## src/rtl/instr_fetch.sv

```systemverilog
// instr_fetch: single-outstanding instruction fetch unit with IDLE/FETCH/HOLD/TRAP FSM.
// Presents one fetched word to decode and selects the next PC from JALR/JAL/branch/sequential.
// Optional build macro: FETCH_MISALIGN_TRAP_EN -- a misaligned next PC traps (sticky
// misalign_err, FSM parks in TRAP until reset). Without it, next-PC bits [1:0] are cleared.
module instr_fetch #(
  parameter logic [31:0] RESET_PC = 32'h0000_0000
) (
  input  logic        clk,
  input  logic        rst_n,
  output logic        imem_req,
  output logic [31:0] imem_addr,
  input  logic        imem_ack,
  input  logic [31:0] imem_rdata,
  output logic [31:0] instr,
  output logic        instr_valid,
  input  logic        instr_ready,
  output logic [31:0] pc,
  output logic [31:0] pc_plus4,
  input  logic        en_branch,
  input  logic        Jump,
  input  logic        Jalr,
  input  logic [31:0] branch_target,
  input  logic [31:0] jalr_target,
  output logic        misalign_err
);

  localparam logic [31:0] NOP = 32'h0000_0013;

  typedef enum logic [1:0] {
    IDLE  = 2'd0,
    FETCH = 2'd1,
    HOLD  = 2'd2,
    TRAP  = 2'd3
  } state_t;

  state_t      r_state;
  state_t      w_state_next;
  logic [31:0] r_pc;
  logic [31:0] r_instr;
  logic        r_instr_valid;
  logic        w_fetch_done;
  logic        w_handoff;
  logic [31:0] w_target;
  logic [31:0] w_next_pc;
  logic        w_misalign;
  logic        w_unused_bits;

  // Only an ack seen while fetching completes a request; only an accepted
  // instruction in HOLD may redirect the PC.
  assign w_fetch_done = (r_state == FETCH) && imem_ack;
  assign w_handoff    = (r_state == HOLD) && instr_ready;

  // Next-PC priority: JALR (LSB cleared) over JAL/taken branch over sequential.
  always_comb begin
    w_target = r_pc + 32'd4;
    if (Jalr) begin
      w_target = {jalr_target[31:1], 1'b0};
    end else if (Jump || en_branch) begin
      w_target = branch_target;
    end
  end

`ifdef FETCH_MISALIGN_TRAP_EN
  // Keep the offending address so it can be inspected in TRAP.
  assign w_misalign = (w_target[1:0] != 2'b00);
  assign w_next_pc  = w_target;
`else
  // Word-align silently; a trap can never be requested.
  assign w_misalign = 1'b0;
  assign w_next_pc  = {w_target[31:2], 2'b00};
`endif

  // Bits that are dropped by construction in some builds.
  assign w_unused_bits = ^{jalr_target[0], w_target[1:0]};

  // FSM state register; reset forces IDLE at once, abandoning any open request.
  always_ff @(posedge clk or negedge rst_n) begin
    if (!rst_n) begin
      r_state <= IDLE;
    end else begin
      r_state <= w_state_next;
    end
  end

  // FSM next-state logic.
  always_comb begin
    w_state_next = r_state;
    case (r_state)
      IDLE:  w_state_next = FETCH;
      FETCH: if (imem_ack) w_state_next = HOLD;
      HOLD: begin
        if (instr_ready) begin
          w_state_next = w_misalign ? TRAP : FETCH;
        end
      end
      TRAP:    w_state_next = TRAP;
      default: w_state_next = IDLE;
    endcase
  end

  // PC advances only when decode accepts the presented instruction.
  always_ff @(posedge clk or negedge rst_n) begin
    if (!rst_n) begin
      r_pc <= RESET_PC;
    end else if (w_handoff) begin
      r_pc <= w_next_pc;
    end
  end

  // Capture the fetched word and track whether it is being presented.
  always_ff @(posedge clk or negedge rst_n) begin
    if (!rst_n) begin
      r_instr       <= NOP;
      r_instr_valid <= 1'b0;
    end else if (w_fetch_done) begin
      r_instr       <= imem_rdata;
      r_instr_valid <= 1'b1;
    end else if (w_handoff) begin
      r_instr_valid <= 1'b0;
    end
  end

`ifdef FETCH_MISALIGN_TRAP_EN
  logic r_misalign_err;

  // Sticky misalignment flag, cleared only by reset.
  always_ff @(posedge clk or negedge rst_n) begin
    if (!rst_n) begin
      r_misalign_err <= 1'b0;
    end else if (w_handoff && w_misalign) begin
      r_misalign_err <= 1'b1;
    end
  end

  assign misalign_err = r_misalign_err;
`else
  assign misalign_err = 1'b0;
`endif

  assign imem_req    = (r_state == FETCH);
  assign imem_addr   = r_pc;
  assign pc          = r_pc;
  assign pc_plus4    = r_pc + 32'd4;
  assign instr       = r_instr;
  assign instr_valid = r_instr_valid;

endmodule

```

## config.mk

```make
export PLATFORM = sky130hd
export DESIGN_NAME = instr_fetch
export DESIGN_NICKNAME = d
export VERILOG_FILES = /design/src/rtl/instr_fetch.sv
export SDC_FILE = /design/constraint.sdc
export NUM_CORES = 1
export LEC_CHECK = 0
export CORE_MARGIN = 10
export CORE_UTILIZATION = 40
export DETAILED_ROUTE_END_ITERATION = 8
export GPL_TIMING_DRIVEN = 0
export PLACE_DENSITY_LB_ADDON = 0.08
export SYNTH_ARGS = -nofsm -noshare
export SYNTH_HDL_FRONTEND = slang
export SYNTH_SLANG_ARGS = --single-unit
```

## constraint.sdc

```tcl
create_clock -name clk -period 3.5 [get_ports clk]
set_clock_uncertainty 0.05 [all_clocks]
set_input_delay 0.7 -clock clk [delete_from_list [all_inputs] [get_ports clk]]
set_output_delay 0.7 -clock clk [all_outputs]
set_load 0.02 [all_outputs]
```

## Word-level counts from Yosys, hierarchy flattened

Cells that the tools add are included.
W data, S select, Z words.

| storage, ports and cells | value |
|---|---|
| bits of input ports | 103 |
| output and inout bits | 131 |
| register bits after elaboration | 65 |
| word-level logic and storage cells | 23 |

| cells by class | value |
|---|---|
| multiplexer cells | 7 |
| equal/unequal tests | 5 |
| reductions and logical operators | 6 |
| add/sub/neg operators | 1 |

Operators with widths:

| operator | number |
|---|---|
| $mux W32 | 2 |
| $add A32 B3 Y32 const B | 1 |
| $pmux W2 S4 | 1 |
| $eq A2 B2 Y1 const B | 2 |
| $mux W2 | 2 |
| $eq A2 B1 Y1 const B | 1 |
| $logic_and A1 B1 Y1 | 2 |
| $logic_not A2 Y1 | 1 |
| $mux W1 | 2 |
| $ne A2 B1 Y1 const B | 1 |
| $ne A2 B2 Y1 const B | 1 |
| $reduce_and A2 Y1 | 1 |
| $reduce_bool A2 Y1 | 1 |
| $logic_or A1 B1 Y1 | 1 |

## Longest topological paths before layout

| depth | value |
|---|---|
| depth after elaboration | 4 |
| mapped depth | 6 |
| gate-level depth less buffers | 5 |

## Worst setup path before layout

Ideal clock, no wire load.

| path | value |
|---|---|
| path type | register -> output |
| start point | register r_pc[21] (netlist: imem_addr[21]) |
| end point | output pc_plus4[25] |
| buffers on the path | 1 |
| data arrival time | 2,091 ps |
| stages on the path, launching flop included | 6 |
| setup slack | 659 ps |
| cells stage by stage | dfrtp_1 -> clkdlybuf4s15_1 -> nand3_1 -> or4_4 -> or3_1 -> xnor2_1 |

| between the ends | value |
|---|---|
| word-level cells in the longest chain between the ends | 1 |

Ends and longest elaborated chain:

| item | RTL line | text |
|---|---|---|
| start: declaration | 38 | `logic [31:0] r_pc;` |
| start signal: assignment | 106 | `r_pc <= w_next_pc;` |
| $add A32 B3 Y32 | 143 | `assign pc_plus4 = r_pc + 32'd4;` |
| end: declaration | 18 | `output logic [31:0] pc_plus4,` |

Every way passes these cells.

## Worst setup path in the final report

| path | value |
|---|---|
| start point | register r_pc[13] (netlist: imem_addr[13]) |
| end point | output pc_plus4[24] |

Same word-level chain as after synthesis.

==> results.py <==
metrics = {
    "logic_synthesis": {
        "synthTopCellsByArea": "dfrtp_1 (35%), mux2_2 (8.5%), buf_4 (6.5%)",
        "avgSynthCellArea_sq_um": 9.31,
        "synthDistinctLibCells": 65,
        "syn_area_sq_um": 4380,
        "yosysWarnings": 0,
        "yosys_register_bits": 65,
        "synth_edf_count": 0,
        "yosysTopAreaCell": "dfrtp_1",
        "synth_async_sr_flop_share_pct": 100,
        "synth_top_area_share_pct": 35.4,
        "ys_seq_area_share_pct": 37.2,
        "synthFlopType": "dfrtp_1",
        "syn_inst": 471,
    },
    "run": {
        "cap_viol_max_count": 0,
    },
    "power": {
        "p_seq_share_pct": 27.3,
        "p_sw_mw": 2.20,
        "power_density_nw_per_um2": 738,
        "switching_share_pct": 41.7,
        "ir_worst_vdd_mv": 0.578,
        "p_comb_share_pct": 58.2,
        "power_frac_clock_pct": 14.4,
        "p_int_mw": 3.08,
        "leakage_nw": 2.90,
    },
    "cts": {
        "cts_buffers": 9,
        "h-tree-depth": 3,
        "clkTransAtPathRegs_ns": 0.09,
        "clock-sinks": 65,
        "clock_latency_ns": 0.37,
        "cts_tree": "yes",
        "root_buffer": "clkbuf_8",
        "clk_path_buf_depth": 2,
        "ctsHoldBuffers": 0,
    },
    "layout": {
        "syn2layout_area_growth_pct": 63.2,
        "layout-drive-gt1-share_pct": 18.2,
        "final_util_pct": 66.3,
        "fillCellCount": 933,
        "final_nets": 818,
        "mostFrequentLayoutCells": "clkdlybuf4s50_1 (213), dfrtp_1 (59), nand2_1 (47), buf_4 (44), o21ai_0 (39)",
        "final_common_cell": "clkdlybuf4s50_1",
        "n_antenna_cell": 0,
    },
    "critical_path": {
        "worst_setup_path_start_kind": "flip-flop",
        "cp.arrival_ns": 2.66,
        "cp_max_fo": 9,
        "regToRegStartpoint": "imem_addr[2]",
        "reg2reg_slack_ns": 1.26,
        "max_stage_delay_ns": 0.63,
        "crit_required_ns": 2.75,
        "end_kind": "output port",
        "ff2ff_path_depth": 5,
        "critPathKind": "reg2out",
        "crit_chain": "nand4_2, nor4_4, buf_4, nand3_1, xnor2_1, clkdlybuf4s50_1",
        "slowest_stage": "clkdlybuf4s50_1",
        "r2r_end": "imem_addr[22]",
    },
    "sta": {
        "period_share_pct": 97.4,
        "setup_violations": 0,
        "hold_ws_ns": 0.382,
        "fmax_mhz": 293,
        "final_max_slew_viol_count": 0,
        "max_slew.worst_pin.slew_ns": 0.888,
        "hold_viol": 0,
        "period_needed_ns": 3.41,
        "slew_headroom_pct": 40.8,
    },
    "outcome": {
        "outcome": "completed",
    },
    "route": {
        "drc": 0,
        "first_pass_iters": 5,
        "vias": 4754,
        "drt_wl_total_microns": 18300,
        "drtIter0Drc": 398,
        "ant_nets": 0,
        "wl_per_cell_microns": 21.3,
        "viasPerCell": 5.53,
    },
    "placed_design": {
        "gp_congestion": 0.884,
        "hpwl_microns": 13900,
        "port_buffers": 222,
    },
    "floorplan": {
        "io_pins": 234,
        "die_h_microns": 125,
        "die_area_sq_um": 15500,
        "die_w_microns": 125,
        "start_util_pct": 40.6,
        "rows": 38,
        "core-area_sq_um": 10800,
    },
    "grt": {
        "grt_usage_pct": 22.1,
        "grt_pass1_wl_microns": 27800,
        "grt_pass1_vias": 4924,
        "grt_max_degree": 66,
        "gr-total-overflow": 0,
        "antenna_found_initial": 0,
    },
    "worst_hold_path": {
        "hold_path.class": "in2async",
    },
}
[synthesized netlist by cell type, drive strengths merged, types with 10 or more instances]
cell type and instances:
dfrtp 62, nand2 47, nand3 19, mux2 33, nand4 12, and3 11, buf 47, o311ai 10
o21ai 39, xor2 11, clkbuf 20, xnor2 16, nor2 25, nor3 10, mux2i 10
[stage by stage]
stage | instance area (sq um) | worst slack [ns] | instances | TNS (ns) | power [mW]
5_1_grt | 7160 | -0.0394 | 859 | -0.0606 | 5.55
4_1_cts | 7090 | -0.00470 | 856 | -0.00470 | 5.30
6_report | 7160 | 0.0911 | 859 | 0 | 5.28
3_3_place_gp | 6800 | -0.730 | 839 | -45.05 | 4.45
3_5_place_dp | 6800 | -0.200 | 839 | -0.350 | 4.51
2_1_floorplan | 4410 | 0.659 | 477 | 0 | 2.93
[kinds of logic after synthesis]
logic type                 count (synthesis)  share of synthesized area (%)
other                                      1                         0.0855
adders and majority gates                  1                          0.285
xor gates and xnor gates                  27                           5.39
buffers and inverters                     73                           10.7
muxes                                     43                           10.8
AOI/OAI and AO/OA                        105                           16.6
and+or+nand+nor                          156                           19.1
DFF                                       65                           37.2
[how the worst max path moves through the flow]
stage / cells past startpoint / end / slack [ns] / start
after floorplan: 5 / pc_plus4[25] / 0.66 / imem_addr[21]
after global placement: 1 / instr[30] / -0.73 / rst_n
after detailed placement: 6 / pc_plus4[30] / -0.20 / imem_addr[2]
after CTS: 6 / pc_plus4[17] / -0.005 / imem_addr[7]
after global routing: 7 / pc_plus4[24] / -0.04 / imem_addr[10]
final: 6 / pc_plus4[24] / 0.09 / imem_addr[13]
[power by group through the flow]
stage	logic [mW]	registers (mW)	clock network [mW]
5_1_grt	3.25	1.50	0.802
3_3_place_gp	3.04	1.41	0
3_5_place_dp	3.08	1.44	0
6_report	3.07	1.44	0.762
2_1_floorplan	1.18	1.76	0
4_1_cts	3.10	1.44	0.766
[layout make-up]
type                    instances  area (sq um)  area share (%)
inverters                       5          18.8           0.262
multi-input cells             339          2390            33.5
clock buffers                  10           138            1.92
plain buffers                  67           439            6.14
repair buffers                227          2270            31.7
clock inverters                 6          91.3            1.28
well taps                     140           175            2.45
flip-flops and latches         65          1630            22.8
[routing by layer]
layer | vias to the layer above | routed length [microns] | global-route usage (%)
met3 | 34 | 2350 | 9.36
met2 | 307 | 8810 | 36.9
met4 | 0 | 372 | 8.16
met5 | - | 0 | 0
met1 | 2245 | 6800 | 24.3
li1 | 2168 | - | -
[sequential cells by signal, summed over array words and instances (netlist names)]
name         flops
instr_valid      1
instr           32
imem_addr       30
r_state          2
[repair_timing]
action	4_1_cts	5_1_grt
buffers inserted	2	3
pin swaps	2	2
resized for setup	16	9
setup endpoints to repair	15	15
cloned	0	0
[worst max-delay path: cells and delay by family (launching register included)]
| family | cells | cell delay [ns] |
|---|---|---|
| buffers and inverters | 2 | 0.85 |
| AND/OR/NAND/NOR | 3 | 0.75 |
| flip-flops | 1 | 0.52 |
| XOR/XNOR | 1 | 0.17 |
No activity file was read; power rests on OpenSTA's default activity.
